===== src/rtl/mul_unit_arbiter_pkg.sv =====
// Shared definitions for the accelerator controllers that front the booth multiplier.
// Latency: none (types and constants only).
// Backpressure: none.
package mul_unit_arbiter_pkg;

  // Controller sequencing: pick owner, kick the unit, wait for it, report.
  typedef enum logic [1:0] {
    ST_IDLE  = 2'd0,
    ST_ISSUE = 2'd1,
    ST_WAIT  = 2'd2,
    ST_RESP  = 2'd3
  } arb_state_t;

  // Cycles a controller waits for unit_done before giving up on the unit.
  localparam int DEFAULT_TIMEOUT = 64;

endpackage


===== src/rtl/mul_unit_arbiter_rr_priority_picker.sv =====
// Round-robin winner select: first asserted req at or after ptr, wrapping at NUM_REQ-1.
// Latency: purely combinational.
// Backpressure: none; the caller decides when to act on the winner.
module rr_priority_picker
  import mul_unit_arbiter_pkg::*;
#(
  parameter int NUM_REQ = 3,
  parameter int PTR_W   = 2
) (
  input  logic [NUM_REQ-1:0] req,
  input  logic [PTR_W-1:0]   ptr,
  output logic [NUM_REQ-1:0] winner
);

  // One spare bit so ptr + offset never wraps before the modulo correction.
  localparam int IW = PTR_W + 1;

  logic [IW-1:0] idx;
  logic          found;

  // Walk the requesters starting at ptr and take the first one that is asking.
  always_comb begin
    winner = '0;
    found  = 1'b0;
    idx    = '0;
    for (int i = 0; i < NUM_REQ; i++) begin
      idx = IW'(ptr) + IW'(i);
      if (idx >= IW'(NUM_REQ)) begin
        idx = idx - IW'(NUM_REQ);
      end
      for (int j = 0; j < NUM_REQ; j++) begin
        if (!found && req[j] && (idx == IW'(j))) begin
          winner[j] = 1'b1;
          found     = 1'b1;
        end
      end
    end
  end

endmodule


===== src/rtl/mul_unit_arbiter.sv =====
// Shares one booth multiplier between NUM_REQ requesters with round-robin ownership and a watchdog.
// Latency: req to resp_valid is 3 cycles plus the unit latency; one idle cycle between owners.
// Backpressure: requesters hold req until granted; the unit is given TIMEOUT cycles before abort.
module mul_unit_arbiter
  import mul_unit_arbiter_pkg::*;
#(
  parameter int WORD_SIZE = 16,
  parameter int NUM_REQ   = 3,
  parameter int TIMEOUT   = DEFAULT_TIMEOUT
) (
  input  logic                           clk,
  input  logic                           rst,
  input  logic [NUM_REQ-1:0]             req,
  input  logic [NUM_REQ*WORD_SIZE-1:0]   op_a,
  input  logic [NUM_REQ*WORD_SIZE-1:0]   op_b,
  output logic [NUM_REQ-1:0]             grant,
  output logic [NUM_REQ-1:0]             resp_valid,
  output logic [WORD_SIZE-1:0]           result,
  output logic                           overflow,
  output logic                           timeout_err,
  output logic                           unit_start,
  output logic [WORD_SIZE-1:0]           unit_op_a,
  output logic [WORD_SIZE-1:0]           unit_op_b,
  input  logic [WORD_SIZE-1:0]           unit_result,
  input  logic                           unit_overflow,
  input  logic                           unit_done
);

  localparam int PTR_W = (NUM_REQ > 1) ? $clog2(NUM_REQ) : 1;
  localparam int WD_W  = $clog2(TIMEOUT + 1);

  arb_state_t           state;
  logic [PTR_W-1:0]     rr_ptr;
  logic [PTR_W-1:0]     next_ptr;
  logic [WD_W-1:0]      wdog;
  logic [NUM_REQ-1:0]   winner;
  logic [WORD_SIZE-1:0] sel_a;
  logic [WORD_SIZE-1:0] sel_b;

  rr_priority_picker #(
    .NUM_REQ (NUM_REQ),
    .PTR_W   (PTR_W)
  ) u_picker (
    .req    (req),
    .ptr    (rr_ptr),
    .winner (winner)
  );

  // Route the winner's operand slices and work out where the next search starts.
  always_comb begin
    sel_a    = '0;
    sel_b    = '0;
    next_ptr = rr_ptr;
    for (int j = 0; j < NUM_REQ; j++) begin
      if (winner[j]) begin
        sel_a    = op_a[j*WORD_SIZE +: WORD_SIZE];
        sel_b    = op_b[j*WORD_SIZE +: WORD_SIZE];
        next_ptr = (j == NUM_REQ - 1) ? '0 : PTR_W'(j + 1);
      end
    end
  end

  // Ownership FSM; every output is a register so the unit and requesters see clean levels.
  always_ff @(posedge clk or negedge rst) begin
    if (!rst) begin
      state       <= ST_IDLE;
      grant       <= '0;
      resp_valid  <= '0;
      unit_start  <= 1'b0;
      unit_op_a   <= '0;
      unit_op_b   <= '0;
      result      <= '0;
      overflow    <= 1'b0;
      timeout_err <= 1'b0;
      wdog        <= '0;
      rr_ptr      <= '0;
    end else begin
      unit_start <= 1'b0;
      resp_valid <= '0;
      case (state)
        ST_IDLE: begin
          // Any request always yields a winner, so no need to check winner itself.
          if (|req) begin
            grant      <= winner;
            unit_op_a  <= sel_a;
            unit_op_b  <= sel_b;
            rr_ptr     <= next_ptr;
            unit_start <= 1'b1;
            state      <= ST_ISSUE;
          end
        end
        ST_ISSUE: begin
          wdog  <= '0;
          state <= ST_WAIT;
        end
        ST_WAIT: begin
          // A done in the expiry cycle still counts as a real completion.
          if (unit_done) begin
            result      <= unit_result;
            overflow    <= unit_overflow;
            timeout_err <= 1'b0;
            resp_valid  <= grant;
            state       <= ST_RESP;
          end else if (wdog == WD_W'(TIMEOUT - 1)) begin
            result      <= '0;
            overflow    <= 1'b0;
            timeout_err <= 1'b1;
            resp_valid  <= grant;
            state       <= ST_RESP;
          end else begin
            wdog <= wdog + WD_W'(1);
          end
        end
        ST_RESP: begin
          grant <= '0;
          state <= ST_IDLE;
        end
        default: state <= ST_IDLE;
      endcase
    end
  end

endmodule


===== config.mk =====
export PLATFORM = sky130hd
export DESIGN_NAME = mul_unit_arbiter
export DESIGN_NICKNAME = d
export VERILOG_FILES = /design/src/rtl/mul_unit_arbiter_pkg.sv /design/src/rtl/mul_unit_arbiter_rr_priority_picker.sv /design/src/rtl/mul_unit_arbiter.sv
export SDC_FILE = /design/constraint.sdc
export NUM_CORES = 1
export LEC_CHECK = 0
export BUFFER_PORTS_ARGS = -buffer_cell sky130_fd_sc_hd__buf_2
export CORE_MARGIN = 2
export CORE_UTILIZATION = 50
export CTS_BUF_LIST = sky130_fd_sc_hd__clkbuf_8
export DETAILED_ROUTE_END_ITERATION = 8
export PLACE_DENSITY = 0.92
export SLEW_MARGIN = 0
export SYNTH_ARGS = -nofsm -noshare
export SYNTH_HDL_FRONTEND = slang
export SYNTH_SLANG_ARGS = --single-unit

===== constraint.sdc =====
create_clock -name clk -period 4.6 [get_ports clk]
set_input_delay 0.46 -clock clk [delete_from_list [all_inputs] [get_ports clk]]
set_output_delay 0.46 -clock clk [all_outputs]
set_load 0.02 [all_outputs]

==> impl_metrics.csv, run 1 <==
group,metric,value,unit
outcome,outcome,"finished, final reports clean",
cells_and_area,fin_util,68.3,%
cells_and_area,layout_common_cells,"buf_2 (175), dfrtp_1 (68), o21ai_1 (33), a22oi_1 (32), a32oi_1 (32)",
worst_setup_path,worstPathArrival,2.66,ns
worst_setup_path,critical_path_class,"register to register",
route,wl,9090,um
yosys,yosysTopAreaCellShare,51.7,%
timing,setup_tns,0,ns
yosys,synth_area_leaders,"dfrtp_1 (52%), a32oi_1 (8.5%), a22oi_1 (7.3%)",
worst_setup_path,end_kind,"register",
floorplanning,rows,29,
route,num_vias,3147,
cts,cts_resized,0,
timing,fin_skew,0.00782,ns
worst_setup_path,start_kind,"register",
cts,cts_hold_buf,0,
yosys,synth-simple-area-share,5.92,%
global_routing,grt_pass1_vias,3111,
yosys,synth_area,3290,um2
timing,hold_violations,0,
floorplanning,start_util,51.9,%
route,routedWlPerCell,16.7,um
floorplanning,ioPinCount,176,
worst_setup_path,r2r_start,"rr_ptr[1]$_DFFE_PN0P_",
cells_and_area,final_cell_area,4340,um2
worst_setup_path,crit_end,"unit_op_a[2]$_DFFE_PN0P_",
placed_design,post_dp_cell_area,4160,um2
yosys,seq_area_frac_synth,51.7,%
cells_and_area,drive_gt1_share,43.3,%
timing,worst_pin_slew,1.18,ns
power_and_ir_drop,leakage,0.00219,uW
timing,max_freq,0.411,GHz
cells_and_area,mostFrequentLayoutCell,"buf_2",
yosys,ys_ff_latch,68,
cts,path_clk_slew,0.07,ns
cts,cts_num_sinks,68,
timing,rsz0062_at_grt,"no",
worst_hold_path,hp-class,"input port to async pin",
cells_and_area,final_cells,544,
yosys,synth-compound-area-share,32.3,%
cts,cts-root-buf,"clkbuf_8",
worst_setup_path,rr_worst_depth,7,
global_routing,grt_first_pass_wirelength,14600,um
cts,cts_tree,"done",
cts,cts_inserted_buffers,9,
worst_setup_path,required,4.83,ns
yosys,post_synth_mux_area_share,0.949,%
global_routing,antenna_found_initial,0,
route,ant_nets,0,
global_routing,gr-total-overflow,0,
cts,h-tree-depth,3,
placed_design,io_buffer_count,175,
yosys,avgSynthCellArea,11.1,um2
global_routing,grt_max_degree,69,
yosys,synthAdderAreaFrac,2.66,%
placed_design,gp_congestion,0.824,
worst_setup_path,startpoint,"rr_ptr[1]$_DFFE_PN0P_",
timing,slew_headroom,21.0,%
floorplanning,core_area,6350,um2
cells_and_area,antenna_cells,0,
yosys,synth_top_family_by_area,"compound AO/OA/AOI/OAI gates",
worst_setup_path,timing.rr.end,"unit_op_a[2]$_DFFE_PN0P_",
cells_and_area,final_nets,588,
power_and_ir_drop,power.density,684,nW/um2
cts,clk_path_buf_depth,2,
power_and_ir_drop,ir_drop,0.529,mV
worst_setup_path,ff2ff_setup_slack,2.17,ns
yosys,synth_nets,422,
global_routing,grtUsageTotal,25.3,%
route,viasPerCell,5.78,
timing,setup_viol,0,
floorplanning,die_h,85.2,um
timing,min_period,2.43,ns
yosys,yosysUniqueCellTypes,42,
run,maxCapViolations,0,
floorplanning,dieArea,7250,um2
placed_design,dp_cells,528,
yosys,synth_xor_area_share,0.266,%
yosys,ys_warn_count,0,
cts,clock_latency,0.33,ns
floorplanning,die_w,85.2,um
worst_setup_path,crit_path_max_fanout,24,
timing,slew_violations,0,
cts,postCtsSetupBuffers,0,
yosys,syn-instance-count,296,
route,dr.first_iter.drc_count,143,
yosys,yosys.area.top_type,"dfrtp_1",
route,drc,0,
timing,layout_worst_path_cycle_share,52.9,%
placed_design,hpwl,6530,um
route,drt-pass1-iter-count,4,
cells_and_area,syn_to_final_growth,31.7,%
==> critical path: stages, from the launching register on <==
cell     delay, ns
dfrtp_1       0.38
inv_1         0.06
ha_1          0.23
and2_4        0.20
o41ai_4       0.74
buf_4         0.41
a22oi_1       0.13
o21ai_0       0.17
==> final cells by class <==
type / count / area, um2
Sequential cell: 68 / 1700
Fill cell: 505 / 2010
Timing Repair Buffer: 180 / 913
Clock buffer: 11 / 151
Clock inverter: 5 / 28.8
Multi-Input combinational cell: 191 / 1400
Tap cell: 77 / 96.3
Inverter: 12 / 45.0
==> where the power goes <==
group / switching, uW / internal [uW]
sequential: 146 / 842
combinational: 979 / 566
clock: 214 / 221
==> sequential cells by signal (all words and copies together) (netlist names) <==
| signal | count |
|---|---|
| timeout_err | 1 |
| unit_op_a | 16 |
| rr_ptr | 2 |
| wdog | 7 |
| result | 16 |
| grant | 3 |
| resp_valid | 3 |
| overflow | 1 |
| unit_op_b | 16 |
| unit_start | 1 |
| state | 2 |
==> layer usage <==
metal	track usage [%]	wire [um]
met1	32.5	3850
met5	0	0
met3	4.57	569
met4	9.52	154
met2	42.7	4510
==> per-stage QoR <==
stage,total power [uW],setup slack [ns],hold slack (ns)
detailed placement,2550,2.16,0.479
finish,2970,2.17,0.312
CTS,2980,2.14,0.330
floorplan,2090,2.80,0.164
global placement,2480,2.25,0.469
global route,3180,1.99,0.322
==> synth_stat cells (all sizes together) <==
library cell,count
clkbuf,15
and3b,1
and4,1
a22oi,32
nand3,1
nor2,8
buf,10
xor2,1
mux2i,2
o22a,1
a21o,1
a32oi,32
a2bb2oi,2
mux2,1
and2,7
a21oi,7
nand2b,3
a21boi,1
nor3b,1
o41ai,2
nor3,1
nor2b,1
a22o,18
o21ai,42
nand4,1
a31oi,2
or4,1
inv,12
o21bai,1
o32ai,1
nand2,10
a2111oi,1
ha,7
dfrtp,68
and3,1
==> how the worst min path moves through the flow <==
stage | start | to | cells past startpoint
detailed placement | unit_op_a[1]$_DFFE_PN0P_ | unit_op_a[1]$_DFFE_PN0P_ | 2
CTS | unit_result[14] | result[14]$_DFFE_PN0P_ | 2
floorplan | rst | grant[0]$_DFFE_PN0P_ | 0
finish | rst | unit_op_b[11]$_DFFE_PN0P_ | 2
global placement | unit_op_a[2]$_DFFE_PN0P_ | unit_op_a[2]$_DFFE_PN0P_ | 2
global route | unit_result[12] | result[12]$_DFFE_PN0P_ | 2
==> logic make-up after synthesis <==
logic type,count (synthesis)
compound gates,143
xor+xnor,1
fa+ha+maj,7
buf+inv,37
flops,68
mux,3
simple gates,37
No activity file was read; power rests on OpenSTA's default activity.
==> run 2: changes to the inputs <==
CORE_UTILIZATION = 42   (was 50)
PLACE_DENSITY = 0.83   (was 0.92)
clock period = 2 ns   (was 4.6 ns; I/O delays follow)
==> impl_metrics.csv, run 2 (synthesized netlist as in run 1, its figures left out) <==
group,metric,value,unit
cts,h-tree-depth,3,
power_and_ir_drop,power.switching,3160,uW
cts,cts_tree,"done",
floorplanning,start_util,43.1,%
global_routing,antenna_found_initial,1,
route,viasPerCell,5.62,
global_routing,gr-total-overflow,0,
placed_design,post_dp_cell_area,4260,um2
timing,min_period,1.91,ns
cts,cts-root-buf,"clkbuf_8",
cells_and_area,syn_to_final_growth,37.9,%
power_and_ir_drop,comb_power_share,53.2,%
power_and_ir_drop,p_int,4110,uW
worst_setup_path,worstPathArrival,2.14,ns
worst_setup_path,cpLargestDelayFamily,"compound AO/OA/AOI/OAI gates",
route,dr.first_iter.drc_count,110,
placed_design,io_buffer_count,175,
timing,worst_pin_slew,0.617,ns
route,drt-pass1-iter-count,4,
cells_and_area,final_nets,597,
worst_setup_path,end_kind,"register",
cts,path_clk_slew,0.08,ns
floorplanning,die_w,92.6,um
power_and_ir_drop,clkPwrFrac,15.7,%
worst_setup_path,required,2.23,ns
floorplanning,die_h,92.6,um
worst_setup_path,startpoint,"rr_ptr[0]$_DFFE_PN0P_",
cells_and_area,antenna_cells,0,
timing,slew_violations,0,
floorplanning,dieArea,8570,um2
power_and_ir_drop,power.density,1600,nW/um2
global_routing,grt_max_degree,69,
floorplanning,core_area,7650,um2
timing,layout_worst_path_cycle_share,95.4,%
worst_setup_path,slowest_stage,"dfrtp_1",
cts,cts_num_sinks,68,
worst_setup_path,start_kind,"register",
floorplanning,ioPinCount,176,
timing,hold_violations,0,
power_and_ir_drop,ir_drop,0.827,mV
worst_hold_path,hp-class,"input port to register",
worst_setup_path,r2r_start,"rr_ptr[0]$_DFFE_PN0P_",
floorplanning,rows,32,
timing,setup_ws,0.0928,ns
global_routing,grt_pass1_vias,2925,
placed_design,hpwl,6810,um
run,maxCapViolations,0,
placed_design,gp_congestion,0.878,
cells_and_area,reg.largest.list,"result (16), unit_op_a (16), unit_op_b (16)",
worst_setup_path,cp_cell_sequence,"inv_1 > ha_4 > o21bai_2 > a2111oi_4 > buf_4 > buf_6 > o21ai_0 > a22o_1",
cts,clk_path_buf_depth,2,
timing,max_freq,0.524,GHz
timing,slew_headroom,58.9,%
cells_and_area,layout_common_cells,"buf_2 (175), dfrtp_1 (68), a22oi_1 (32), a32oi_1 (32), o21ai_1 (32)",
timing,rsz0062_at_grt,"no",
route,wl,9750,um
cts,clock_latency,0.34,ns
power_and_ir_drop,total_power,7270,uW
cells_and_area,drive_gt1_share,45.4,%
cts,cts_inserted_buffers,9,
timing,setup_viol,0,
power_and_ir_drop,seqPwrFrac,31.0,%
route,routedWlPerCell,16.9,um
route,ant_nets,0,
cells_and_area,final_cell_area,4540,um2
placed_design,pre_cts_slack,-0.0245,ns
worst_setup_path,crit_path_max_fanout,8,
worst_setup_path,critical_path_buf_inv_count,3,
worst_setup_path,critical_path_class,"register to register",
worst_setup_path,critPathMaxStageDelay,0.38,ns
cells_and_area,fin_util,59.4,%
timing,fin_skew,0.0118,ns
global_routing,grt_first_pass_wirelength,14700,um
power_and_ir_drop,sw_frac_of_total,43.5,%
global_routing,grtUsageTotal,21.9,%
worst_hold_path,hold_start,"unit_result[15]",
outcome,outcome,"finished, final reports clean",
power_and_ir_drop,leakage,0.00226,uW
route,drc,0,
route,num_vias,3247,
cells_and_area,mostFrequentLayoutCell,"buf_2",
[run 2: worst paths after layout]
check / end / slack (ns) / depth (start not counted)
worst max register to register: rr_ptr[1]$_DFFE_PN0P_ / 0.09 / 8
min in group asynchronous: unit_op_a[10]$_DFFE_PN0P_ / 0.42 / 3
worst max-delay path: rr_ptr[1]$_DFFE_PN0P_ / 0.09 / 8
worst min-delay path: result[15]$_DFFE_PN0P_ / 0.07 / 2
max in group asynchronous: result[9]$_DFFE_PN0P_ / 1.29 / 3
worst min register to register: unit_op_a[0]$_DFFE_PN0P_ / 0.49 / 2
[run 2: repair_timing]
action / in CTS / in global routing
gates resized for setup: 2 / 12
gates cloned: 0 / 2
setup buffers: 0 / 2
pin swaps: 0 / 2
setup endpoints to repair: 16 / 46
hold buffers: 1 / 0
endpoints found under the hold margin: 68 / 0
[run 2: per-stage QoR]
stage	TNS, ns	hold WS (ns)	std cells
finish	0	0.0748	578
global route	0	0.0576	578
CTS	-0.00234	0.0496	574
detailed placement	-0.0277	0.249	557
global placement	0	0.246	557
floorplan	0	-0.0956	296
[run 2: worst reg2reg max path: stages (launching register included)]
cell	delay, ns
dfrtp_1	0.38
inv_1	0.09
ha_4	0.30
o21bai_2	0.09
a2111oi_4	0.33
buf_4	0.19
buf_6	0.14
o21ai_0	0.09
a22o_1	0.19
[run 2: per-layer routing]
layer / global-route usage [%] / vias up / wire, um
met2: 36.2 / 156 / 4940
met1: 26.8 / 1584 / 3810
met4: 9.45 / 0 / 138
met5: 0 / - / 0
met3: 6.02 / 10 / 863
li1: - / 1497 / -
[run 2: area by class of cell]
class,count,area (um2)
Fill cell,690,3100
Multi-Input combinational cell,191,1430
Inverter,12,45.0
Clock inverter,5,51.3
Timing Repair Buffer,189,1040
Tap cell,102,128
Clock buffer,11,151
Sequential cell,68,1700
[run 2: power groups by stage]
stage	clock [uW]	sequential [uW]	combinational, uW
after floorplan	0	2830	1980
after global placement	0	2250	3580
after detailed placement	0	2260	3710
after CTS	1170	2250	3730
after global routing	1240	2330	4220
final	1140	2260	3870
==> run 3: changes to the inputs <==
clock period = 1.7 ns   (was 2 ns; I/O delays follow)
==> impl_metrics.csv, run 3 (synthesized netlist as in run 1, its figures left out) <==
group,metric,value,unit
outcome,outcome,"complete, but fails checks",
outcome,violations,"negative setup slack",
power_and_ir_drop,ir_drop,1.02,mV
worst_setup_path,cp_cell_sequence,"inv_2 > ha_4 > o21bai_4 > a2111oi_4 > buf_6 > a22oi_1 > o21ai_1",
timing,max_freq,0.537,GHz
cts,cts-root-buf,"clkbuf_8",
power_and_ir_drop,power.density,1880,nW/um2
cts,cts_num_sinks,68,
placed_design,io_buffer_count,175,
timing,setup_viol,35,
timing,setup_ws,-0.163,ns
floorplanning,ioPinCount,176,
timing,fin_skew,0.0103,ns
timing,slew_headroom,75.1,%
route,dr.first_iter.drc_count,110,
cells_and_area,drive_gt1_share,49.2,%
placed_design,post_dp_cell_area,4380,um2
cells_and_area,final_nets,609,
route,ant_nets,0,
worst_setup_path,slowest_stage,"dfrtp_2",
cells_and_area,final_cell_area,4740,um2
worst_hold_path,hp-class,"input port to register",
placed_design,gp_congestion,0.803,
cells_and_area,fin_util,62.0,%
cells_and_area,final_cells,590,
route,wl,9500,um
cts,h-tree-depth,3,
worst_setup_path,end_kind,"register",
worst_hold_path,hold_start,"unit_overflow",
timing,hold_slack,0.0460,ns
cells_and_area,antenna_cells,0,
cts,cts_tree,"done",
cts,cts_inserted_buffers,9,
global_routing,grt_first_pass_wirelength,14300,um
power_and_ir_drop,leakage,0.00234,uW
cells_and_area,layout_common_cells,"buf_2 (175), dfrtp_1 (67), o21ai_1 (36), a32oi_1 (32), a22oi_1 (23)",
global_routing,grtUsageTotal,21.1,%
timing,rsz0062_at_grt,"yes",
global_routing,gr-total-overflow,0,
global_routing,grt_pass1_vias,3099,
cells_and_area,syn_to_final_growth,43.9,%
cts,path_clk_slew,0.07,ns
worst_setup_path,critical_path_buf_inv_count,2,
route,num_vias,3286,
route,drc,0,
worst_setup_path,critical_path_class,"register to register",
cts,clock_latency,0.34,ns
run,maxCapViolations,0,
floorplanning,die_w,92.6,um
timing,min_period,1.86,ns
worst_setup_path,r2r_start,"rr_ptr[0]$_DFFE_PN0P_",
timing,worst_pin_slew,0.374,ns
floorplanning,die_h,92.6,um
worst_setup_path,start_kind,"register",
timing,layout_worst_path_cycle_share,110,%
route,routedWlPerCell,16.1,um
floorplanning,dieArea,8570,um2
route,viasPerCell,5.57,
cells_and_area,reg.largest.list,"result (16), unit_op_a (16), unit_op_b (16)",
floorplanning,start_util,43.1,%
timing,setup_tns,-4.09,ns
worst_setup_path,worstPathArrival,2.11,ns
worst_setup_path,cpLargestDelayFamily,"compound AO/OA/AOI/OAI gates",
floorplanning,rows,32,
placed_design,hpwl,6920,um
floorplanning,core_area,7650,um2
global_routing,grt_max_degree,69,
worst_setup_path,startpoint,"rr_ptr[0]$_DFFE_PN0P_",
route,drt-pass1-iter-count,5,
timing,hold_violations,0,
timing,slew_violations,0,
cts,clk_path_buf_depth,2,
worst_setup_path,required,1.95,ns
placed_design,dp_cells,568,
global_routing,antenna_found_initial,0,
worst_setup_path,crit_path_max_fanout,22,
worst_setup_path,critPathMaxStageDelay,0.42,ns
cells_and_area,mostFrequentLayoutCell,"buf_2",
## run 3: metal layers
| metal | wire (um) | up-vias | track usage [%] |
|---|---|---|---|
| met3 | 832 | 29 | 6.92 |
| met5 | 0 | - | 0 |
| met2 | 4650 | 158 | 35.4 |
| li1 | - | 1526 | - |
| met1 | 3750 | 1573 | 25.1 |
| met4 | 260 | 0 | 8.46 |
## run 3: cell type report
cell class,count,area [um2]
clock buffer,10,138
clock inverter,6,25.0
fill,624,2910
inverter,12,45.0
multi-input combinational,191,1500
sequential,68,1700
tap,102,128
timing repair buffer,201,1200
## run 3: final timing paths
kind                                             endpoint  slack [ns]  cells after the start
worst max-delay path             unit_op_a[8]$_DFFE_PN0P_       -0.16                      7
worst min-delay path                 overflow$_DFFE_PN0P_        0.05                      2
worst max register to register   unit_op_a[8]$_DFFE_PN0P_       -0.16                      7
worst min register to register   unit_op_a[2]$_DFFE_PN0P_        0.49                      2
max in group asynchronous        unit_op_a[3]$_DFFE_PN0P_        1.01                      3
min in group asynchronous       unit_op_a[11]$_DFFE_PN0P_        0.38                      3
## run 3: through the flow
step | setup WS [ns] | total power [uW]
finish | -0.163 | 8890
global route | -0.262 | 9520
CTS | -0.145 | 8590
detailed placement | -0.198 | 7340
global placement | -0.0954 | 7150
floorplan | -0.0389 | 5720
## run 3: timing repair
item | 4_1_cts | 5_1_grt
endpoints found under the setup margin | 36 | 56
hold endpoints to repair | 68 | 0
pin swaps | 0 | 5
hold buffers | 1 | 0
cloned | 0 | 2
resized for setup | 7 | 24
buffers inserted | 2 | 1
## run 3: where the power goes
group          switching (uW)  internal (uW)
Sequential                387           2280
Combinational            2890           2230
Clock                     563            543
